`src/rtl/icache_refill_pkg.sv`:
```
// Shared types and constants for the L1 I-cache refill path.
package icache_refill_pkg;
    localparam int PC_W    = 32;
    localparam int BLOCK_W = 256;
    localparam int BEAT_W  = 64;
    localparam int BEATS   = BLOCK_W / BEAT_W;
    localparam int OFF     = $clog2(BLOCK_W / 8);

    typedef enum logic [2:0] {IDLE, REQ, RESP, WRITE, HOLD} refillState_t;

    function automatic logic [PC_W-1:0] blockAlign(input logic [PC_W-1:0] addr);
        return {addr[PC_W-1:OFF], {OFF{1'b0}}};
    endfunction
endpackage

```
`src/rtl/icache_refill_ctrl_beat_buffer.sv`:
```
// Packs sequential memory beats into one cache block, beat 0 in the LSBs.
module refill_beat_buffer #(
    parameter int CACHE_WIDTH = 256,
    parameter int MEM_DATA_W  = 64
) (
    input  logic                   clk,
    input  logic                   reset,
    input  logic                   clear,
    input  logic                   beatValid,
    input  logic [MEM_DATA_W-1:0]  beatData,
    output logic [CACHE_WIDTH-1:0] block,
    output logic                   lastBeat
);
    localparam int BEATS = CACHE_WIDTH / MEM_DATA_W;
    localparam int CW    = (BEATS > 1) ? $clog2(BEATS) : 1;

    logic [CW-1:0]          cnt;
    logic [CACHE_WIDTH-1:0] blockReg;

    // block includes the beat arriving this cycle so the final beat can be
    // registered straight into the write port on the same edge.
    always_comb begin
        block = blockReg;
        if (beatValid)
            block[int'(cnt)*MEM_DATA_W +: MEM_DATA_W] = beatData;
    end

    assign lastBeat = beatValid && (cnt == CW'(BEATS - 1));

    always_ff @(posedge clk) begin
        if (reset || clear) begin
            cnt      <= '0;
            blockReg <= '0;
        end else if (beatValid) begin
            blockReg <= block;
            cnt      <= cnt + CW'(1);
        end
    end
endmodule

```
`src/rtl/icache_refill_ctrl.sv`:
```
// L1 I-cache miss refill: one block-aligned read, beats assembled, one write strobe.
module icache_refill_ctrl
    import icache_refill_pkg::*;
#(
    parameter int SIZE_PC     = PC_W,
    parameter int CACHE_WIDTH = BLOCK_W,
    parameter int MEM_DATA_W  = BEAT_W,
    parameter int CNT_W       = 16
) (
    input  logic                   clk,
    input  logic                   reset,
    input  logic                   miss_i,
    input  logic [SIZE_PC-1:0]     missAddr_i,
    output logic                   memReqValid_o,
    input  logic                   memReqReady_i,
    output logic [SIZE_PC-1:0]     memReqAddr_o,
    input  logic                   memRespValid_i,
    input  logic [MEM_DATA_W-1:0]  memRespData_i,
    output logic                   wrEnable_o,
    output logic [SIZE_PC-1:0]     wrAddr_o,
    output logic [CACHE_WIDTH-1:0] instBlock_o,
    output logic                   busy_o,
    output logic [CNT_W-1:0]       refillCount_o
);
    localparam int OFFL = $clog2(CACHE_WIDTH / 8);
    localparam logic [SIZE_PC-1:0] OFF_MASK = SIZE_PC'((64'd1 << OFFL) - 64'd1);

    refillState_t           state;
    logic [SIZE_PC-1:0]     reqAddr, lastAddr, alignedAddr;
    logic                   lastValid;
    logic [CNT_W-1:0]       refillCount;
    logic [CACHE_WIDTH-1:0] block;
    logic                   lastBeat, bufClear, beatValid;

    assign alignedAddr   = missAddr_i & ~OFF_MASK;
    assign memReqAddr_o  = reqAddr;
    assign refillCount_o = refillCount;
    assign bufClear      = (state == REQ) && memReqReady_i;
    // Beats coincident with acceptance are not yet legal and are dropped.
    assign beatValid     = (state == RESP) && memRespValid_i;

    refill_beat_buffer #(.CACHE_WIDTH(CACHE_WIDTH), .MEM_DATA_W(MEM_DATA_W)) uBuf (
        .clk(clk), .reset(reset), .clear(bufClear),
        .beatValid(beatValid), .beatData(memRespData_i),
        .block(block), .lastBeat(lastBeat)
    );

    always_ff @(posedge clk) begin
        if (reset) begin
            state         <= IDLE;
            reqAddr       <= '0;
            lastAddr      <= '0;
            lastValid     <= 1'b0;
            memReqValid_o <= 1'b0;
            wrEnable_o    <= 1'b0;
            wrAddr_o      <= '0;
            instBlock_o   <= '0;
            busy_o        <= 1'b0;
            refillCount   <= '0;
        end else begin
            wrEnable_o <= 1'b0;
            case (state)
                IDLE: begin
                    if (!miss_i)
                        lastValid <= 1'b0;
                    // A miss still pointing at the line just written is stale.
                    else if (!(lastValid && alignedAddr == lastAddr)) begin
                        reqAddr       <= alignedAddr;
                        memReqValid_o <= 1'b1;
                        busy_o        <= 1'b1;
                        state         <= REQ;
                    end
                end
                REQ: if (memReqReady_i) begin
                    memReqValid_o <= 1'b0;
                    state         <= RESP;
                end
                RESP: if (lastBeat) begin
                    wrEnable_o  <= 1'b1;
                    wrAddr_o    <= reqAddr;
                    instBlock_o <= block;
                    if (refillCount != '1)
                        refillCount <= refillCount + 1'b1;
                    lastAddr    <= reqAddr;
                    lastValid   <= 1'b1;
                    state       <= WRITE;
                end
                WRITE: state <= HOLD;
                HOLD: begin
                    busy_o <= 1'b0;
                    state  <= IDLE;
                end
                default: begin
                    busy_o <= 1'b0;
                    state  <= IDLE;
                end
            endcase
        end
    end
endmodule

```
`config.mk`:
```
export PLATFORM = sky130hd
export DESIGN_NAME = icache_refill_ctrl
export DESIGN_NICKNAME = d
export VERILOG_FILES = /design/src/rtl/icache_refill_pkg.sv /design/src/rtl/icache_refill_ctrl_beat_buffer.sv /design/src/rtl/icache_refill_ctrl.sv
export SDC_FILE = /design/constraint.sdc
export NUM_CORES = 1
export LEC_CHECK = 0
export CAP_MARGIN = 5
export CORE_ASPECT_RATIO = 1.75
export CORE_MARGIN = 2
export CORE_UTILIZATION = 47
export CTS_BUF_LIST = sky130_fd_sc_hd__clkbuf_4 sky130_fd_sc_hd__clkbuf_8
export CTS_CLUSTER_DIAMETER = 80
export CTS_CLUSTER_SIZE = 30
export DETAILED_ROUTE_END_ITERATION = 10
export GPL_TIMING_DRIVEN = 0
export PLACE_DENSITY = 0.78
export SLEW_MARGIN = 20
export SYNTH_ARGS = -nofsm -noshare
export SYNTH_HDL_FRONTEND = slang
export SYNTH_SLANG_ARGS = --single-unit
```
`constraint.sdc`:
```
create_clock -name clk -period 2 [get_ports clk]
set_input_delay 0.4 -clock clk [delete_from_list [all_inputs] [get_ports clk]]
set_output_delay 0.4 -clock clk [all_outputs]
set_load 0.02 [all_outputs]
```
Word-level counts from Yosys, hierarchy flattened
Index checks and enable logic that the tools add are counted.
{"block": "classes", "addsub": 3, "n_eq_ne": 11, "shift": 2, "mux": 16, "bitwise_logic": 3, "reduce_logical": 17}
{"cell": "256-bit bitwise mux", "n": 1}
{"cell": "256-bit 2-to-1 mux", "n": 1}
{"cell": "64-bit by 33-bit variable shift with 256-bit output, first input constant", "n": 1}
{"cell": "64-bit by 33-bit indexed part select with 256-bit output", "n": 1}
{"cell": "8-bit negation with 33-bit output", "n": 1}
{"cell": "27-bit == test", "n": 1}
{"cell": "16-bit by 1-bit adder with 16-bit output, second input constant", "n": 1}
{"cell": "16-bit inequality test, second input constant", "n": 1}
{"cell": "3-bit 2-to-1 mux", "n": 4}
{"cell": "3-bit one-hot mux with 4 select lines", "n": 1}
{"cell": "3-bit AND reduction", "n": 4}
{"cell": "2-bit inequality test, second input constant", "n": 5}
{"cell": "4-bit AND reduction", "n": 2}
{"cell": "3-bit by 2-bit == test with 1-bit output, second input constant", "n": 2}
{"cell": "1-bit 2-to-1 mux", "n": 6}
{"cell": "1-bit one-hot mux with 2 select lines", "n": 3}
{"cell": "1-bit logical AND", "n": 4}
{"cell": "2-bit nonzero test", "n": 2}
{"cell": "3-bit by 1-bit == test with 1-bit output, second input constant", "n": 1}
{"cell": "3-bit logical NOT", "n": 1}
{"cell": "1-bit inverter", "n": 3}
{"cell": "3-bit OR reduction", "n": 1}
{"cell": "2-bit by 1-bit adder with 2-bit output, second input constant", "n": 1}
{"cell": "2-bit == test, second input constant", "n": 1}
{"cell": "3 further kinds", "n": 3}
{"block": "totals", "regBits": 591, "input_bits": 101, "out_inout_bits": 339, "wordCells": 63}

Logic depth before layout (Yosys ltp)
{"block": "logic_depth", "depth_word": 5, "ltp_mapped": 9, "ltp_nobuf": 6}

By module
From an unflattened synthesis, not the netlist that was laid out.
{"block": "unflattened", "hier_cells": 2639, "hier_area_um2": 23197.2}
{"mod": "icache_refill_ctrl", "instances": 1, "cells_each": 1518, "area_per_inst_um2": 12253.0, "seq_area_each_um2": 6666.4}
{"mod": "refill_beat_buffer", "instances": 1, "cells_each": 1121, "area_per_inst_um2": 10944.2, "seq_area_each_um2": 5165.0}

Least setup slack after synthesis
Ideal clock, no wire load.
{"block": "synth_path", "path_kind": "register to register", "startpoint": "register uBuf.cnt[0]", "endpoint": "register instBlock_o[100]", "setup_ns": 0.086, "arrival_time_ns": 2.015, "t_required_ns": 1.914, "setup_slack_ns": -0.101, "stages_incl_launch_ff": 8, "path_buffers": 1, "synth_period_minus_slack_ns": 2.101, "cell_sequence": "dfxtp_1 -> inv_1 -> ha_1 -> nor3b_2 -> clkbuf_1 -> and3_1 -> a21oi_1 -> a211oi_1"}
{"block": "synth_via", "elab_chain_cells": 4, "word_cells_on_any_way": 8, "classes_between": "add/sub (1); eq/ne (1); shift (2); mux (2); reduce/logical (2)"}
{"item": "start: declaration", "line_no": "icache_refill_ctrl_beat_buffer.sv:17", "source": "logic [CW-1:0] cnt;"}
{"item": "start signal: assignment", "line_no": "icache_refill_ctrl_beat_buffer.sv:36", "source": "cnt <= cnt + CW'(1);"}
{"item": "8-bit negation with 33-bit output", "line_no": "icache_refill_ctrl_beat_buffer.sv:25", "source": "block[int'(cnt)*MEM_DATA_W +: MEM_DATA_W] = beatData;"}
{"item": "64-bit by 33-bit indexed part select with 256-bit output / 64-bit by 33-bit variable shift with 256-bit output (equally long branches)", "line_no": "icache_refill_ctrl_beat_buffer.sv:25"}
{"item": "256-bit bitwise mux", "line_no": "icache_refill_ctrl_beat_buffer.sv:25"}
{"item": "256-bit 2-to-1 mux", "line_no": "icache_refill_ctrl_beat_buffer.sv:24", "source": "if (beatValid)"}
{"item": "end signal: assignment", "line_no": "icache_refill_ctrl.sv:81", "source": "instBlock_o <= block;"}
{"item": "end: declaration", "line_no": "icache_refill_ctrl.sv:21", "source": "output logic [CACHE_WIDTH-1:0] instBlock_o,"}
Parallel ways exist; a longest one is shown, timed or not.
A chain may end at the register's enable or synchronous reset.

Worst setup path in the final report
{"block": "layout_path", "startpoint": "register uBuf.cnt[0]", "endpoint": "register instBlock_o[90]"}
Same word-level chain as after synthesis.

==> impl_results.md <==
* Fraction of layout cells with a size suffix above 1 at 30.4%
* Slew Limit Fails at 0
* Crit path DAT at 2.71 ns
* Initial core utilization at 47.5%
* # DRC at 0
* P_sw at 5130 uW
* Max clock buf depth at 3
* Crit Path Class: reg -> reg
* Post-synthesis mux area share at 1.50%
* CTS sink cnt at 527
* Largest family of logic cells by synthesized area: simple AND/OR/NAND/NOR gates
* Total power at 18200 uW
* Failing checks: negative setup slack
* Initial antenna violation count at 4
* Worst stage delay on the critical path at 0.41 ns
* Sw Ratio at 28.3%
* CTS clk-pin slew, worst paths at 0.18 ns
* Routed via count at 19000
* Power per cell area at 627 mW/mm^2
* Int Pwr at 13000 uW
* Setup Viol. Count Final at 213
* Slowest-stage cell, CP: dfxtp_4
* Fill cell count at 2970
* Synth area leader: dfxtp_1
* CP Launch Point: uBuf.cnt[0]
* Cell variety after synth at 40
* RSZ-0062 raised after global routing: true
* Leakage at 0.0120 uW
* Cells along the critical path: clkinvlp_4, ha_4, nor3b_4, buf_6, buf_12, buf_8, and3_1, a21oi_1, a211oi_1
* Worst VDD drop at 0.642 mV
* Worst path required time at 2.57 ns
* Reg2Reg Depth at 9
* Area fraction of the dominant cell type after synthesis at 54.4%
* Placed cell count at 3185
* Share of flip-flops with an asynchronous set or reset at 0%
* Pre-CTS WS at -1.13 ns
* Post-Syn Area at 0.0194 mm^2
* Syn_area_per_cell at 8.81 um^2
* Final layout net count at 2824
* Footprint of the multi-input gates at 0.0109 mm^2
* CP Max Fanout at 10
* RR Endpoint: instBlock_o[90]
* Crit end category: flip-flop
* Final ANT Viol Nets at 0
* Worst rel slew slack at 34.5%
* Final min period at 2.14 ns
* Via/cell ratio at 5.82
* Status: finished with violations
* RR Startpoint: uBuf.cnt[0]
* Die area at 0.0430 mm^2
* Clk root buf: clkbuf_8
* Core Util, Final at 70.9%
* Synth Area in Compound Gates at 15.4%
* Post-synth EDFFs at 0
* Critical Path End: instBlock_o[90]
* Ys Warns at 0
* Simple-gate share of the synthesized area at 21.7%
* Setup crit start kind: flip-flop
* Max Freq at 0.467 GHz
* Synth Area in Adders at 0.387%
* H-tree levels at 1
* Yosys reg bits at 527
* HPWL after DPL at 50400 um
* Final worst slack at -0.141 ns
* HP Class: in -> reg
* Area contributors post-synth: dfxtp_1, nor2_1, a211oi_1
* Register area share after synthesis at 54.4%
* Clock network fraction of design power at 22.7%
* Layout area overhead at 49.2%
* Xor-xnor portion of the synthesized cell area at 1.85%
* GP Congestion at 0.854
* DR pass1 iterations at 5
* Row cnt at 98
* Max Cap Violations at 0
* Clock Skew at 0.0465 ns
* TritonCTS clock tree: built
* Internal reg-to-reg setup slack at -0.14 ns
* DR iter-0 viols at 1339
* Final Hold Fails at 0
* Chip height at 273 um
* Sequential power share at 60.0%
* Port bufs at 423
* Comb pwr share at 17.2%
* I/O pin cnt at 440
* Vias in the first global route at 17400
* Core ar. at 0.0408 mm^2
* TritonCTS buffer count at 21
* Worst-Skew Late Latency at 0.64 ns
* GRT overflow at 0
* Post-DR wirelength/cell at 23.4 um
* Cts hold-fix bufs at 0
* Register area at 0.0106 mm^2
* Post-route insts no fill at 3270
* Mapped Cells at 2201
* Main synth FF type: dfxtp_1
* Largest net degree at the start of global routing at 31
* Die width at 158 um
* Slew @ Worst Pin at 0.958 ns
* WL final at 76600 um
* Global-route wire length before repair at 99200 um
* GRT Util Overall at 30.1%
* Tcrit/Tclk final at 107%
-- synthesized netlist by cell type (6+ instances only) --
library cell  number
a211oi_1         196
xor2_1            12
nor2_1           407
nand2_2           21
mux2i_1           29
nand3_1            8
buf_6             10
and3_1           193
xnor2_1           29
dfxtp_1          527
clkbuf_1         141
buf_4             11
ha_1               6
nor4_1            10
nand2b_1          54
nand2_1          171
a21oi_1          289
nor3_1             6
buf_2             34
nand4_1            9
-- worst max-delay path, delay by kind of cell (launching register included) --
kind	cells	cell delay, ns
AO/OA/AOI/OAI	2	0.33
AND/OR/NAND/NOR	2	0.41
buffers and inverters	4	0.55
flip-flops	1	0.41
adder cells (fa/ha/maj)	1	0.34
-- cell usage in the layout (no fill, tap or decap), types with 9 or more instances in the layout --
cell	instances
a211oi_1	41
a211oi_2	155
a21oi_1	79
a21oi_2	164
a21oi_4	46
and3_1	69
and3_4	124
buf_12	17
buf_4	56
buf_6	43
buf_8	15
clkbuf_1	43
clkbuf_16	19
clkbuf_2	36
clkbuf_4	19
clkbuf_8	25
clkdlybuf4s50_1	94
conb_1	10
dfxtp_1	515
dlygate4sd2_1	327
mux2i_1	29
nand2_1	134
nand2_2	25
nand2_4	33
nand2b_1	54
nand4_1	9
nor2_1	404
xnor2_1	26
xor2_1	12
-- routing by layer --
layer	up-vias	part of all wire (%)	global-route usage (%)
met5	-	0	0
met2	893	50	54.5
met3	340	7.2	6.04
met1	9281	34	31.6
met4	0	8.6	18.1
li1	8508	-	-
-- registers in the layout, indices dropped and copies added, names as in the netlist --
name,count
instBlock_o,256
uBuf.blockReg,192
lastAddr,27
memReqAddr_o,27
refillCount_o,16
state,3
uBuf.cnt,2
busy_o,1
lastValid,1
memReqValid_o,1
wrEnable_o,1
-- worst min-delay path by stage --
stage / slack (ns) / start / cells after the start / endpoint
3_5_place_dp: 0.45 / instBlock_o[192] / 2 / instBlock_o[192]
5_1_grt: 0.36 / missAddr_i[24] / 3 / memReqAddr_o[24]
6_report: 0.36 / missAddr_i[14] / 3 / memReqAddr_o[14]
2_1_floorplan: 0.44 / uBuf.blockReg[181] / 2 / uBuf.blockReg[181]
4_1_cts: 0.34 / memRespData_i[0] / 3 / instBlock_o[192]
3_3_place_gp: 0.44 / instBlock_o[194] / 2 / instBlock_o[194]
-- repair_timing --
action,in CTS,in global routing
hold endpoints to repair,0,0
endpoints found under the setup margin,843,490
setup buffers,21,10
pin swaps,29,204
gates cloned,3,28
gates resized for setup,560,816
-- cell type report --
cell class                 instances  share of cell area, %
timing repair buffer             487                   16.7
buffer                           198                   5.52
clock buffer                      21                  0.999
sequential                       527                   36.6
antenna                            4                 0.0346
inverter                           5                 0.0778
clock inverter                     1                 0.0562
tap                              550                   2.38
multi-input combinational       1477                   37.7
-- stage by stage --
stage	hold slack (ns)	instance area (um^2)	TNS [ns]
finish	0.359	28900	-9.90
global route	0.363	28900	-25.80
CTS	0.342	25200	-1.60
detailed placement	0.445	24400	-382.88
global placement	0.442	24400	-393.56
floorplan	0.445	19400	-4.35
-- power by group through the flow --
stage	Combinational [uW]	Clock, uW	Sequential (uW)
finish	3120	4130	10900
detailed placement	2270	0	11100
global route	3260	4430	10900
global placement	2230	0	11100
CTS	2540	4110	10900
floorplan	1130	0	11200
-- logic make-up after synthesis --
group                      count (synthesis)
other                                      1
DFF                                      527
and+or+nand+nor                          898
xor gates and xnor gates                  41
buffers and inverters                    206
muxes                                     29
adders and majority gates                  6
AOI/OAI and AO/OA                        493
Power figures use the tool's default switching activity.
==> RTL edit 1, RTL diff (same flow settings) <==
The 5 states of `refillState_t` get a one-hot encoding in 5 bits.
--- a/src/rtl/icache_refill_pkg.sv
+++ b/src/rtl/icache_refill_pkg.sv
@@ -7,5 +7,5 @@
     localparam int OFF     = $clog2(BLOCK_W / 8);
 
-    typedef enum logic [2:0] {IDLE, REQ, RESP, WRITE, HOLD} refillState_t;
+    typedef enum logic [4:0] {IDLE = 5'b00001, REQ = 5'b00010, RESP = 5'b00100, WRITE = 5'b01000, HOLD = 5'b10000} refillState_t;
 
     function automatic logic [PC_W-1:0] blockAlign(input logic [PC_W-1:0] addr);
Formal check against the unedited RTL: no difference found for any inputs over 4 cycles, from zero or initial values and one cycle with reset high; so few cycles prove little.
==> RTL edit 1 against the original RTL <==
The flow still finishes with violations (setup timing); sequential cell count rose by 2; first-iteration DRC count shrank 14%; wire length increased by 2.9%; highest routed layer is now met5; hold slack gained 17 ps; synthesized area fell by 2.4%; maximum frequency decreased by 12%; final area rose by 4.0%; setup slack got worse by 280 ps; global-route usage up 1.7 points; non-clock buffer count increased by 46.
Power is not compared: it rests on default switching activity, and its combinational part moved more than twofold at a synthesized area within 25%.
==> RTL edit 1: results (changes against the original RTL) <==
metric	value	unit	change
WL met1	26200	um	+1.1%
Worst setup endpoint	memReqAddr_o[16]		
Total GRT Usage	0.318		+0.0171
Reg-to-Reg Start	lastAddr[16]		
Worst slew margin	0.238		-0.107
drt initial violations	1155		-14%
Post-DP Area	24000	um^2	-1.7%
largest net degree at the start of global routing	32		+3.2%
met2 Use GR	0.577		+0.0326
xor and xnor fraction of the mapped netlist area	0.0180		-0.000475
PD cells	532	nW/um^2	
Cells on Worst Hold Path	2		-1
CP peak stage delay	540	ps	+130 ps
routed via count	19300		+1.7%
top post-synthesis cells by area	dfxtp_1, nor2_1, a21oi_1, a211oi_1, and3_1		
Worst setup SP type	register		
Mapped Cells	2155		-2.1%
met3 WL	5370	um	-2.1%
post-synthesis mux area share	0.000529		-0.0144
final setup violation count	457		+110%
number of library cell types mapped by synthesis	46		+15%
Seq/Total Area, Yosys	0.559		+0.0153
Hold Crit Start	memReqReady_i		
Synth Area in Adders	0.00397		+0.0000941
Max Clock Skew	30.8	ps	-15.7 ps
GR Util met3	0.0490		-0.0114
layout cells sized above 1	0.364		+0.0596
placed cells	3084		-3.2%
Final WS setup	-426	ps	-285 ps
Total Nets Final	2833		+0.32%
vias in the first global route	18400		+5.9%
Leak Pwr	12.4	nW	
Psw	3.95	mW	
CP top delay family	simple AND/OR/NAND/NOR gates		
FF-to-FF path depth	7		-2
Post-Route WL	78800	um	+2.9%
initial antenna violation count	3		-1
CTS H-tree depth	1		unchanged
Setup TNS Final	-83710	ps	-73810 ps
Vias/cell	6.00		+3.2%
maximum VDD drop	0.565	mV	
first-pass GRT wire length	104000	um	+4.6%
met1 Resource Use GR	0.329		+0.0134
failing checks	setup timing		
Top Layer Used	met5		
hold endpoint	state[1]		
Initial DRT Pass Iterations	8		+3
post-DP HPWL	49300	um	-2.2%
complex-gate fraction of the synthesized area	0.172		+0.0186
outcome	finished, violations left		
pre-CTS setup slack	-1360	ps	-229 ps
Num CTS Buffers	21		unchanged
top cells by count, synth	dfxtp_1, nor2_1, a21oi_1		
CP max-delay cell	or4_4		
metal2 WL	39800	um	+3.0%
final hold slack	376	ps	+16.9 ps
Worst-Skew Late Latency	660	ps	+20 ps
GP Congestion	0.887		+3.9%
Worst Path Arrival	2990	ps	+280 ps
yosys warns	0		unchanged
-- RTL edit 1: changes by cell type after synthesis, sizes merged, moves of 3 or more --
cell | before | now
nand2b | 54 | 3
buf | 60 | 27
clkbuf | 141 | 167
o21ai | 2 | 8
xor2 | 12 | 3
xnor2 | 29 | 36
nand2 | 192 | 199
a22o | 0 | 27
mux2i | 29 | 1
nor4 | 11 | 5
a211oi | 196 | 193
-- RTL edit 1: area by class of cell --
class,count,area [um^2]
Timing Repair Buffer,549,5480
Inverter,5,22.5
Buffer,182,1480
Antenna cell,1,2.50
Tap cell,495,619
Clock inverter,1,16.3
Sequential cell,529,10700
Fill cell,2562,9840
Multi-Input combinational cell,1438,11500
Clock buffer,23,304
-- RTL edit 1: timing repair --
item / in CTS / in global routing
hold buffers: 0 / 0
setup endpoints to repair: 848 / 513
gates cloned: 22 / 14
gates resized for setup: 902 / 725
setup buffers: 57 / 42
pin swaps: 221 / 333
==> RTL edit 2, RTL diff (config.mk and constraints unchanged) <==
Made on the original files. `BEAT_W`: 64 -> 32.
--- a/src/rtl/icache_refill_pkg.sv
+++ b/src/rtl/icache_refill_pkg.sv
@@ -3,5 +3,5 @@
     localparam int PC_W    = 32;
     localparam int BLOCK_W = 256;
-    localparam int BEAT_W  = 64;
+    localparam int BEAT_W  = 32;
     localparam int BEATS   = BLOCK_W / BEAT_W;
     localparam int OFF     = $clog2(BLOCK_W / 8);
Ports: changed (resized memRespData_i); port bits go from 440 to 408. The function was not compared with the original's and may differ.
==> RTL edit 2 against the original RTL <==
The run still ends with setup timing left; largest cell class unchanged; synthesized area increased by 9.6%; wire length increased by 5.4%; hold slack worse by 1.6 ps; final area up 9.3%; first-iteration DRC count is 12% lower; sequential cell count is 65 higher; setup slack lost 270 ps.
Power is not compared: it rests on default switching activity, and its combinational part moved more than twofold at a synthesized area within 25%.
==> RTL edit 2: results (changes against the original RTL) <==
metric	value	unit	change
outcome	finished, violations left		
failing checks	setup timing		
layout cells sized above 1	0.260		-0.0449
vias in the first global route	18700		+7.7%
first-pass GRT wire length	109000	um	+10%
met2 Use GR	0.570		+0.0257
met1 Resource Use GR	0.299		-0.0165
yosys warns	0		unchanged
initial antenna violation count	2		-2
Hold Crit Start	missAddr_i[6]		
reg2reg end	instBlock_o[65]		
number of library cell types mapped by synthesis	46		+15%
Max Clock Skew	33.7	ps	-12.9 ps
CP peak stage delay	390	ps	-20 ps
Seq/Total Area, Yosys	0.557		+0.0134
Total GRT Usage	0.309		+0.00871
largest registers	instBlock_o: 256 flops, uBuf.blockReg: 256 flops		
post-DP HPWL	55800	um	+11%
top cells by count, synth	dfxtp_1, nor2_1, mux2i_1		
metal2 WL	41600	um	+7.8%
met3 WL	5550	um	+1.1%
GR Util met3	0.0582		-0.00224
hold endpoint	memReqAddr_o[6]		
Post-Route WL	80700	um	+5.4%
FF-to-FF path depth	10		+1
WL met1	26000	um	+0.67%
Top Layer Used	met5		
Final WS setup	-412	ps	-270 ps
top post-synthesis cells by area	dfxtp_1, mux2i_1, nor2_1, a211oi_1, clkbuf_1		
Worst Path Arrival	2950	ps	+240 ps
Cells on Worst Hold Path	2		-1
Num CTS Buffers	23		+9.5%
Total Nets Final	2711		-4.0%
worst slew pin tran	1190	ps	+231 ps
Post-DP Area	26000	um^2	+6.7%
I/O Buffers	391		-7.6%
crit path max fanout	7		-3
Vias/cell	5.76		-0.93%
final setup violation count	903		+320%
GP Congestion	0.902		+5.7%
Worst-Skew Late Latency	680	ps	+40 ps
drt initial violations	1177		-12%
==> RTL edit 2: kinds of logic (layout without fill, tap and decap cells) <==
group / count (synthesis) / after routing / share of synthesized area
DFF: 592 / 592 / 0.557
adders and majority gates: 6 / 6 / 0.00353
xor gates and xnor gates: 39 / 39 / 0.0161
and+or+nand+nor: 724 / 724 / 0.144
other: 1 / 11 / 0.000176
AOI/OAI and AO/OA: 331 / 331 / 0.114
muxes: 258 / 258 / 0.121
buffers and inverters: 184 / 675 / 0.0431
==> RTL edit 2: timing repair <==
item,CTS,global route
pin swaps,135,218
cloned,14,10
endpoints found under the setup margin,904,913
buffers inserted,40,22
resized for setup,428,473
hold buffers,0,0
==> RTL edit 2: metrics by stage <==
stage,instances,TNS [ps],setup WS [ps],hold slack (ps)
2_1_floorplan,2144,-14290,-83.7,443
3_3_place_gp,3112,-616660,-1480,445
3_5_place_dp,3112,-555110,-1420,461
4_1_cts,3190,-131200,-356,351
5_1_grt,3213,-226260,-508,374
6_report,3213,-163700,-412,357
==> RTL edit 2: layout make-up <==
type	instances	area (um^2)
fillers	3095	13200
multi-input cells	1368	12200
flip-flops and latches	592	11900
repair buffers	469	5120
plain buffers	176	1430
well taps	577	722
clock buffers	23	317
inverters	6	26.3
clock inverters	1	8.76
diodes	1	2.50
==> RTL edit 2: power groups by stage <==
stage / logic (mW) / registers [mW] / clock network [mW]
after floorplan: 0.419 / 12.2 / 0
after global placement: 0.962 / 12.2 / 0
after detailed placement: 0.976 / 12.2 / 0
after CTS: 1.07 / 11.9 / 4.50
after global routing: 1.25 / 11.9 / 4.89
final: 1.20 / 11.9 / 4.54
